--- config.mk ---
export PLATFORM = sky130hd
export DESIGN_NAME = sync_mem_dp
export DESIGN_NICKNAME = d
export VERILOG_FILES = /design/src/rtl/sync_mem_pkg.sv /design/src/rtl/sync_mem_dp.sv
export SDC_FILE = /design/constraint.sdc
export NUM_CORES = 1
export LEC_CHECK = 0
export ABC_AREA = 1
export CAP_MARGIN = 20
export CORE_MARGIN = 2
export CORE_UTILIZATION = 35
export DETAILED_ROUTE_END_ITERATION = 8
export GPL_ROUTABILITY_DRIVEN = 0
export GPL_TIMING_DRIVEN = 0
export PLACE_DENSITY_LB_ADDON = 0.2
export SLEW_MARGIN = 0
export SYNTH_ARGS = -nofsm -noshare
export SYNTH_HDL_FRONTEND = slang
export SYNTH_SLANG_ARGS = --single-unit
export TNS_END_PERCENT = 10
--- constraint.sdc ---
create_clock -name clock -period 2.72 [get_ports clock]
set_input_delay 0.68 -clock clock [delete_from_list [all_inputs] [get_ports clock]]
set_output_delay 0.68 -clock clock [all_outputs]
set_load 0.005 [all_outputs]
--- src/rtl/sync_mem_pkg.sv ---
// sync_mem_pkg: FSM state type, read-during-write policy codes and the byte-lane merge
// shared by the write port and the new-data bypass.
package sync_mem_pkg;
  typedef enum logic {INIT, READY} memState;
  localparam int RDW_OLD = 0;
  localparam int RDW_NEW = 1;
  localparam int MAX_WIDTH = 1024;
  localparam int MAX_LANES = MAX_WIDTH / 8;
  function automatic logic [MAX_WIDTH-1:0] mergeWord(input logic [MAX_WIDTH-1:0] oldWord,
                                                     input logic [MAX_WIDTH-1:0] newWord,
                                                     input logic [MAX_LANES-1:0] mask);
    for (int i = 0; i < MAX_LANES; i++)
      mergeWord[8*i +: 8] = mask[i] ? newWord[8*i +: 8] : oldWord[8*i +: 8];
  endfunction
endpackage

--- src/rtl/sync_mem_dp.sv ---
// sync_mem_dp: simple-dual-port memory with byte masks, 1/2-cycle read latency,
// selectable read-during-write policy and a zeroing sweep after every reset.
module sync_mem_dp
  import sync_mem_pkg::*;
#(
  parameter int ADDR_WIDTH   = 4,
  parameter int DATA_WIDTH   = 16,
  parameter int READ_LATENCY = 1,
  parameter int RDW_MODE     = 0
) (
  input  logic                    clock,
  input  logic                    resetN,
  input  logic                    writeEnable,
  input  logic [ADDR_WIDTH-1:0]   writeAddress,
  input  logic [DATA_WIDTH-1:0]   writeData,
  input  logic [DATA_WIDTH/8-1:0] writeMask,
  input  logic                    readEnable,
  input  logic [ADDR_WIDTH-1:0]   readAddress,
  output logic [DATA_WIDTH-1:0]   readData,
  output logic                    readValid,
  output logic                    initBusy
);
  localparam int DEPTH = 2 ** ADDR_WIDTH;
  if (DATA_WIDTH % 8 != 0 || DATA_WIDTH > MAX_WIDTH) begin : gBadWidth
    $error("sync_mem_dp: DATA_WIDTH must be a multiple of 8 and at most %0d", MAX_WIDTH);
  end
  if (READ_LATENCY != 1 && READ_LATENCY != 2) begin : gBadLatency
    $error("sync_mem_dp: READ_LATENCY must be 1 or 2");
  end
  if (RDW_MODE != RDW_OLD && RDW_MODE != RDW_NEW) begin : gBadRdw
    $error("sync_mem_dp: RDW_MODE must be 0 or 1");
  end
  memState state, nextState;
  logic [ADDR_WIDTH-1:0] counter;
  logic [DATA_WIDTH-1:0] mem [DEPTH];
  logic [DATA_WIDTH-1:0] mergedWrite, readWord;
  logic readAccept, writeAccept;
  always_ff @(posedge clock or negedge resetN)
    if (!resetN) begin
      state   <= INIT;
      counter <= '0;
    end else begin
      state <= nextState;
      if (state == INIT) counter <= counter + 1'b1;
    end
  always_comb begin
    nextState   = (state == INIT && &counter) ? READY : state;
    initBusy    = state == INIT;
    readAccept  = readEnable && state == READY;
    writeAccept = writeEnable && state == READY;
    mergedWrite = DATA_WIDTH'(mergeWord(MAX_WIDTH'(mem[writeAddress]), MAX_WIDTH'(writeData),
                                        MAX_LANES'(writeMask)));
    readWord    = (RDW_MODE == RDW_NEW && writeAccept && writeAddress == readAddress)
                  ? mergedWrite : mem[readAddress];
  end
  // The array itself is never reset; the sweep clears it one word per cycle instead.
  always_ff @(posedge clock)
    if (state == INIT) mem[counter] <= '0;
    else if (writeAccept) mem[writeAddress] <= mergedWrite;
  if (READ_LATENCY == 1) begin : gLat1
    always_ff @(posedge clock or negedge resetN)
      if (!resetN) begin
        readData  <= '0;
        readValid <= 1'b0;
      end else begin
        readValid <= readAccept;
        if (readAccept) readData <= readWord;
      end
  end else begin : gLat2
    logic [DATA_WIDTH-1:0] stage1Data;
    logic stage1Valid;
    always_ff @(posedge clock or negedge resetN)
      if (!resetN) begin
        stage1Data  <= '0;
        stage1Valid <= 1'b0;
        readData    <= '0;
        readValid   <= 1'b0;
      end else begin
        stage1Valid <= readAccept;
        if (readAccept) stage1Data <= readWord;
        readValid <= stage1Valid;
        if (stage1Valid) readData <= stage1Data;
      end
  end
endmodule

# Word level (Yosys, flattened, before mapping)

Memories as Yosys holds them, arrays and structs flattened. A register that Yosys moved wholly into a read port is not among the register bits.
Index checks and enable logic that the tools add are counted.

Bits in registers: 6
Memory bits (writable): 256
Input bits: 30
Output and inout bits: 18
Logic and storage cells: 25
Memories: 1

Add/sub/neg operators: 1
Eq/ne operators: 2
Multiplexer cells: 9
Bitwise logic cells: 1
Reductions and logical operators: 8

Memory list:

| memory | depth | width | read ports | clocked after Yosys merged registers in | wr ports | RTL line          | source |
|---|---|---|---|---|---|---|---|
| mem    | 16    | 16    | 1          | 1                                       | 1        | sync_mem_dp.sv:35 | `logic [DATA_WIDTH-1:0] mem [DEPTH];` |

Operator list:

| kind                  | count |
|---|---|
| $mux W16              | 1 |
| $mux W8               | 2 |
| $reduce_or A16 Y1     | 1 |
| $add A4 B1 Y4 const B | 1 |
| $mux W1               | 4 |
| $mux W4               | 1 |
| $reduce_and A2 Y1     | 2 |
| $reduce_and A4 Y1     | 1 |
| $logic_and A1 B1 Y1   | 3 |
| $mux W2               | 1 |
| $ne A1 B1 Y1 const B  | 2 |
| $logic_not A1 Y1      | 1 |
| $not A1 Y1            | 1 |

# Depth between registers and ports, before layout

Gate-level depths: netlist of the first run.

Depth in word-level cells: 7
Mapped depth: 11
Mapped depth without buffers: 10

# Worst setup path before layout of the first run

Ideal clock, no wire load.

Path type: input-to-reg
Start point: in writeEnable
End point: mem mem[0][0] (enable)
Setup time: 370 ps
Arrival: 1785 ps
Required time: 2350 ps
Setup slack: 565 ps
Stages: 10
Path buffers: 1
Cells stage by stage: nand2_1 -> inv_2 -> nand2_1 -> nand2_2 -> buf_6 -> nand2_1 -> nand2_1 -> nor2_2 -> nand2_1 -> nor2_1

Cells in the longest elaborated chain, start to end: 7
Elaborated cells on any way between the ends: 9
Classes of those cells: mux: 5; reduce/logical: 4

RTL lines:

| item                                         | RTL line          | source |
|---|---|---|
| from (decl)                                  | sync_mem_dp.sv:13 | `input logic writeEnable,` |
| $logic_and A1 B1 Y1 *                        | sync_mem_dp.sv:50 | `writeAccept = writeEnable && state == READY;` |
| $mux W1 *                                    | sync_mem_dp.sv:59 | `else if (writeAccept) mem[writeAddress] <= mergedWrite;` |
| $mux W1 *                                    | sync_mem_dp.sv:58 | `if (state == INIT) mem[counter] <= '0;` |
| $mux W1 (implied by the code) *              | sync_mem_dp.sv:59 |  |
| $reduce_and A2 Y1 (no line)                  | n/a               |  |
| $reduce_or A16 Y1 (no line)                  | n/a               |  |
| $mux W4 (no line) or $mux W2 (tied branches) | n/a               |  |
| to (decl)                                    | sync_mem_dp.sv:35 |  |

Every way passes the cells marked *; elsewhere a longest branch is shown, timed or not.

# Worst setup path in the final report of the first run

Start point: in writeEnable
End point: mem mem[3][0] (enable)

The elaborated chain is that of the path after synthesis.

==> results of run 1 <==
==> repair_timing <==
| action | 4_1_cts | 5_1_grt |
|---|---|---|
| resized for setup | 7 | 21 |
| pin swaps | 0 | 0 |
| setup endpoints to repair | 56 | 200 |
==> worst max-delay path by stage <==
stage               cells after the start              endpoint
detailed placement                     10  mem[15][9]$_DFFE_PP_
floorplan                              10   mem[0][0]$_DFFE_PP_
CTS                                    11  mem[6][14]$_DFFE_PP_
global route                           10   mem[3][0]$_DFFE_PP_
global placement                        8   mem[5][8]$_DFFE_PP_
finish                                 10   mem[3][0]$_DFFE_PP_
==> layer usage <==
metal | up-vias | global-route usage
li1 | 3746 | -
met1 | 3646 | 0.251
met2 | 263 | 0.316
met3 | 49 | 0.0309
met4 | 2 | 0.0505
met5 | - | 0
==> power breakdown <==
group	internal, mW	switching, mW
logic	0.234	0.509
clock network	2.14	1.56
registers	4.73	0.0171
==> stage by stage <==
step / util / setup TNS, ps
6_report: 0.419 / 0
5_1_grt: 0.419 / -447
4_1_cts: 0.416 / -49.3
3_5_place_dp: 0.388 / -173220
3_3_place_gp: 0.385 / -220200
2_1_floorplan: - / 0
==> logic make-up after synthesis <==
| logic type | count (synthesis) | synth area share |
|---|---|---|
| AND/OR/NAND/NOR | 672 | 0.242 |
| buffers and inverters | 87 | 0.0329 |
| XOR/XNOR | 3 | 0.00228 |
| flip-flops | 278 | 0.716 |
| adder cells (fa/ha/maj) | 1 | 0.00109 |
| AO/OA/AOI/OAI | 8 | 0.00544 |
==> worst max-delay path: stages <==
cell,delay (ps)
clkdlybuf4s50_1,540
nand2_1,80
inv_2,60
nand2_1,60
nand2_2,130
buf_6,160
o21ai_1,100
nor2_2,280
nand2_1,120
nor2_1,560
==> placed cells by master (no fill, tap or decap), drive strengths merged <==
| cell | instances |
|---|---|
| buf | 57 |
| edfxtp | 256 |
| nand2 | 422 |
| xnor2 | 2 |
| o21ai | 6 |
| bufinv | 1 |
| nor2 | 56 |
| dfrtp | 22 |
| ha | 1 |
| nand3 | 193 |
| clkbuf | 56 |
| clkinvlp | 1 |
| a21oi | 2 |
| nand4 | 1 |
| clkdlybuf4s50 | 44 |
| clkinv | 11 |
| inv | 28 |
| xor2 | 1 |
==> cell type report <==
| class | count | area [um^2] | area share |
|---|---|---|---|
| inverters | 30 | 113 | 0.00827 |
| flip-flops and latches | 278 | 8240 | 0.605 |
| clock buffers | 40 | 807 | 0.0593 |
| clock inverters | 11 | 78.8 | 0.00579 |
| repair buffers | 60 | 588 | 0.0432 |
| well taps | 442 | 553 | 0.0406 |
| multi-input cells | 684 | 2970 | 0.218 |
| plain buffers | 57 | 267 | 0.0196 |
==> flip-flops by register name, summed over array words and instances (netlist names) <==
signal / flops
mem: 256
readData: 16
counter: 4
readValid: 1
state: 1
==> flow_summary.json, run 1 <==
{
  "status": "complete, no violations",
  "hold_ws_ps": 169,
  "timing.setup.critical_path_class": "in -> reg",
  "finalWorstSetupSlack_ps": 102,
  "leakagePower_nw": 5.35,
  "core_mm2": 0.0325,
  "wl_met2_mm": 15.1,
  "ir_drop_uv": 401,
  "crit_path_end_kind": "register",
  "clk_pin_slew_ps": 60,
  "place_inst": 1545,
  "grt_max_degree": 23,
  "wirelength_mm": 31.7,
  "synth_largest_area_cell": "edfxtp_1",
  "crit_path_start": "writeEnable",
  "cts-buffers-inserted": 28,
  "cap_violations": 0,
  "final_hold_viol_count": 0,
  "fin_skew_ps": 8.12,
  "dr_wl_met3_mm": 2.06,
  "max_freq_ghz": 0.382,
  "r2r_slack_ps": 360,
  "antenna_found_initial": 1,
  "start_kind": "input pin",
  "firstDrtPassIters": 5,
  "vias": 7706,
  "die_height_um": 185,
  "power.density_mw_per_mm2": 675,
  "synth_nets": 1080,
  "vias_per_cell": 4.81,
  "hpwlAfterDp_mm": 22.8,
  "cp_max_fo": 10,
  "synth_area_leaders": "edfxtp_1, nand2_1, nand3_1, dfrtp_1, buf_2",
  "syn_area_mm2": 0.0115,
  "post-route-period-util": 0.962,
  "met1Wirelength_mm": 13.8,
  "avgSynthCellArea_um2": 11.0,
  "fin_nets": 1170,
  "post_drt_wl_per_cell_um": 19.8,
  "synthTopCellsByCount": "nand2_1, edfxtp_1, nand3_1",
  "rr_endpoint": "mem[3][0]$_DFFE_PP_",
  "async_flop_share": 0.0791,
  "die_w_um": 185,
  "yosysSeqAreaShare": 0.716,
  "clkSinkCount": 278,
  "rsz0062_at_grt": "yes",
  "fin_cells": 1602,
  "die_area_mm2": 0.0343,
  "syn_inst": 1049,
  "synth_seq_cells": 278,
  "diodes": 0,
  "yosysMostFrequentCell": "nand2_1",
  "dpl_cell_area_mm2": 0.0126,
  "ys_warn_count": 0,
  "reg2regPathDepth": 10,
  "pin_count": 48,
  "fillers": 3088,
  "slew_headroom": 0.361,
  "power_mw": 9.19,
  "portBuffers": 45,
  "regToRegStartpoint": "state$_DFFE_PN0P_",
  "std_cell_rows": 66,
  "min_period_ps": 2620,
  "drcViolationCount": 0,
  "drt_iter0_drc": 602,
  "cp.required_ps": 2890,
  "synthDistinctLibCells": 22,
  "clk_path_buf_depth": 3,
  "antenna_left": 0,
  "final_area_mm2": 0.0136,
  "cp.arrival_ps": 2790,
  "tightest_slew_ps": 958,
  "grt.overflow.total": 0,
  "synth_top_area_frac": 0.668,
  "pre_cts_ws_ps": -619,
  "drive_gt1_frac": 0.121,
  "highest-signal-layer": "met5",
  "h-tree-depth": 1,
  "slew_viol_final": 0,
  "cts-root-buf": "clkbuf_16",
  "grt_pass1_vias": 7290,
  "hp-class": "in -> async",
  "clk_latency_ps": 540,
  "synthFlopType": "edfxtp_1",
  "track_usage": 0.187,
  "synth-edff-count": 256,
  "setup_viol": 0,
  "cts_tree": "yes",
  "post_cts_buffers": 0,
  "grt_pass1_wl_mm": 46.5,
  "syn2layout_area_growth_pct": 18.3,
  "postCtsHoldBufs": 0,
  "start_util": 0.355
}
Note: power is estimated with default switching activity, not from simulation.
==> inputs of run 2 (changes only) <==
--- a/config.mk
+++ b/config.mk
@@ -7,7 +7,6 @@
 export LEC_CHECK = 0
 export ABC_AREA = 1
 export CAP_MARGIN = 20
-export CORE_MARGIN = 2
 export CORE_UTILIZATION = 35
 export DETAILED_ROUTE_END_ITERATION = 8
 export GPL_ROUTABILITY_DRIVEN = 0
==> run 2 against run 1 <==
The flow now finishes with violations (setup timing). Clock power grew 11%. Via count grew 0.47%. Sequential power is essentially flat. Core utilization grew 0.37 points. Cell count shrank 0.19%. Largest power group unchanged.
==> flow_summary.json, run 2 (synthesis results as in run 1) <==
{
  "status": "complete, but fails checks",
  "violations": "setup timing",
  "cp_max_fo": 10,
  "finalWorstSetupSlack_ps": -28.4,
  "hp-class": "reg -> reg",
  "leakagePower_nw": 5.40,
  "cts_tree": "yes",
  "max_freq_ghz": 0.364,
  "cp.required_ps": 2880,
  "clkSinkCount": 278,
  "cts-root-buf": "clkbuf_16",
  "largest_reg_flops": 256,
  "p_sw_mw": 2.11,
  "final_hold_viol_count": 0,
  "track_usage": 0.194,
  "min-delay-start": "readData[10]$_DFFE_PN0P_",
  "h-tree-depth": 1,
  "cp.arrival_ps": 2910,
  "power.density_mw_per_mm2": 699,
  "place_inst": 1544,
  "top_register": "mem",
  "grt_pass1_wl_mm": 47.4,
  "fin_util": 0.423,
  "final_cell_mix": "nand2_1, edfxtp_1, nand3_1, clkdlybuf4s50_1, nor2_2",
  "die_area_mm2": 0.0336,
  "p_clk_frac": 0.428,
  "hpwlAfterDp_mm": 22.7,
  "die_w_um": 183,
  "vias_per_cell": 4.84,
  "portBuffers": 45,
  "post-route-period-util": 1.01,
  "tightest_slew_ps": 983,
  "reg_top3": "mem x256, readData x16, counter x4",
  "grt_pass1_vias": 7413,
  "crit_path_start": "writeEnable",
  "drt_iter0_drc": 669,
  "combPwrFrac": 0.078,
  "seqPwrFrac": 0.495,
  "start_util": 0.355,
  "post_drt_wl_per_cell_um": 19.9,
  "p_int_mw": 7.49,
  "min_period_ps": 2750,
  "final_common_cell": "nand2_1",
  "die_height_um": 183,
  "firstDrtPassIters": 5,
  "pin_count": 48,
  "syn2layout_area_growth_pct": 19.3,
  "timing.setup.critical_path_class": "in -> reg",
  "setup_viol": 16,
  "postCtsHoldBufs": 0,
  "rsz0062_at_grt": "yes",
  "regToRegStartpoint": "state$_DFFE_PN0P_",
  "switching_share": 0.220,
  "ir_drop_uv": 453,
  "slew_viol_final": 0,
  "antenna_found_initial": 1,
  "clk_path_buf_depth": 3,
  "cts-buffers-inserted": 28,
  "fin_cells": 1599,
  "grt.overflow.total": 0,
  "core_mm2": 0.0325,
  "start_kind": "input pin",
  "fin_nets": 1167,
  "clk_latency_ps": 550,
  "drcViolationCount": 0,
  "clk_pin_slew_ps": 60,
  "diodes": 0,
  "drive_gt1_frac": 0.124,
  "cap_violations": 0,
  "crit_path_end_kind": "register",
  "std_cell_rows": 66,
  "grt_max_degree": 17,
  "wirelength_mm": 31.9,
  "fillers": 3030,
  "fin_skew_ps": 12.5,
  "antenna_left": 0,
  "vias": 7742,
  "slew_headroom": 0.344
}
## run 2: metrics by stage
step / power (mW) / hold WS (ps) / TNS (ps) / worst slack, ps / instance area [um^2]
2_1_floorplan: 5.21 / 384 / 0 / 565 / 11500
3_3_place_gp: 5.54 / 466 / -222630 / -835 / 12500
3_5_place_dp: 5.57 / 467 / -182100 / -666 / 12600
4_1_cts: 9.65 / 483 / -1060 / -36.3 / 13600
5_1_grt: 9.89 / 517 / -2610 / -162 / 13700
6_report: 9.60 / 480 / -269 / -28.4 / 13700
## run 2: timing repair
item	4_1_cts	5_1_grt
setup endpoints to repair	72	219
resized for setup	3	25
setup buffers	0	0
## run 2: final timing paths
kind | cells past startpoint | to | slack, ps
min reg2reg | 2 | readData[10]$_DFFE_PN0P_ | 480
min | 2 | readData[10]$_DFFE_PN0P_ | 480
max | 11 | mem[6][7]$_DFFE_PP_ | -30
max in group asynchronous | 2 | readData[10]$_DFFE_PN0P_ | 1540
min in group asynchronous | 1 | readData[3]$_DFFE_PN0P_ | 610
max reg2reg | 10 | mem[6][7]$_DFFE_PP_ | 130
## run 2: per-layer routing
layer	global-route usage	wire length [um]	up-vias
met2	0.316	14800	267
met1	0.265	13900	3676
li1	-	-	3745
met4	0.0633	988	2
met5	0	9	-
met3	0.0320	2110	52
## run 2: final cells by class
type	instances	area (um^2)	share of cell area
plain buffers	57	267	0.0194
clock buffers	38	840	0.0611
repair buffers	57	587	0.0427
inverters	30	113	0.00820
multi-input cells	684	2970	0.216
well taps	442	553	0.0403
flip-flops and latches	278	8240	0.600
clock inverters	13	164	0.0119
## run 2: power by group through the flow
| stage | Clock (mW) | Combinational [mW] | Sequential [mW] |
|---|---|---|---|
| detailed placement | 0 | 0.730 | 4.84 |
| CTS | 4.17 | 0.734 | 4.75 |
| global placement | 0 | 0.703 | 4.84 |
| global route | 4.32 | 0.818 | 4.75 |
| finish | 4.11 | 0.745 | 4.75 |
| floorplan | 0 | 0.369 | 4.84 |
## run 2: critical path, cell delays in order
cell and delay, ps:
clkdlybuf4s50_1 530, nand2_1 80, inv_2 60, nand2_1 50, nand2_2 120, inv_2 110
nand2_1 70, nand2_1 90, nor2_2 260, nand2_1 130, nor2_1 720
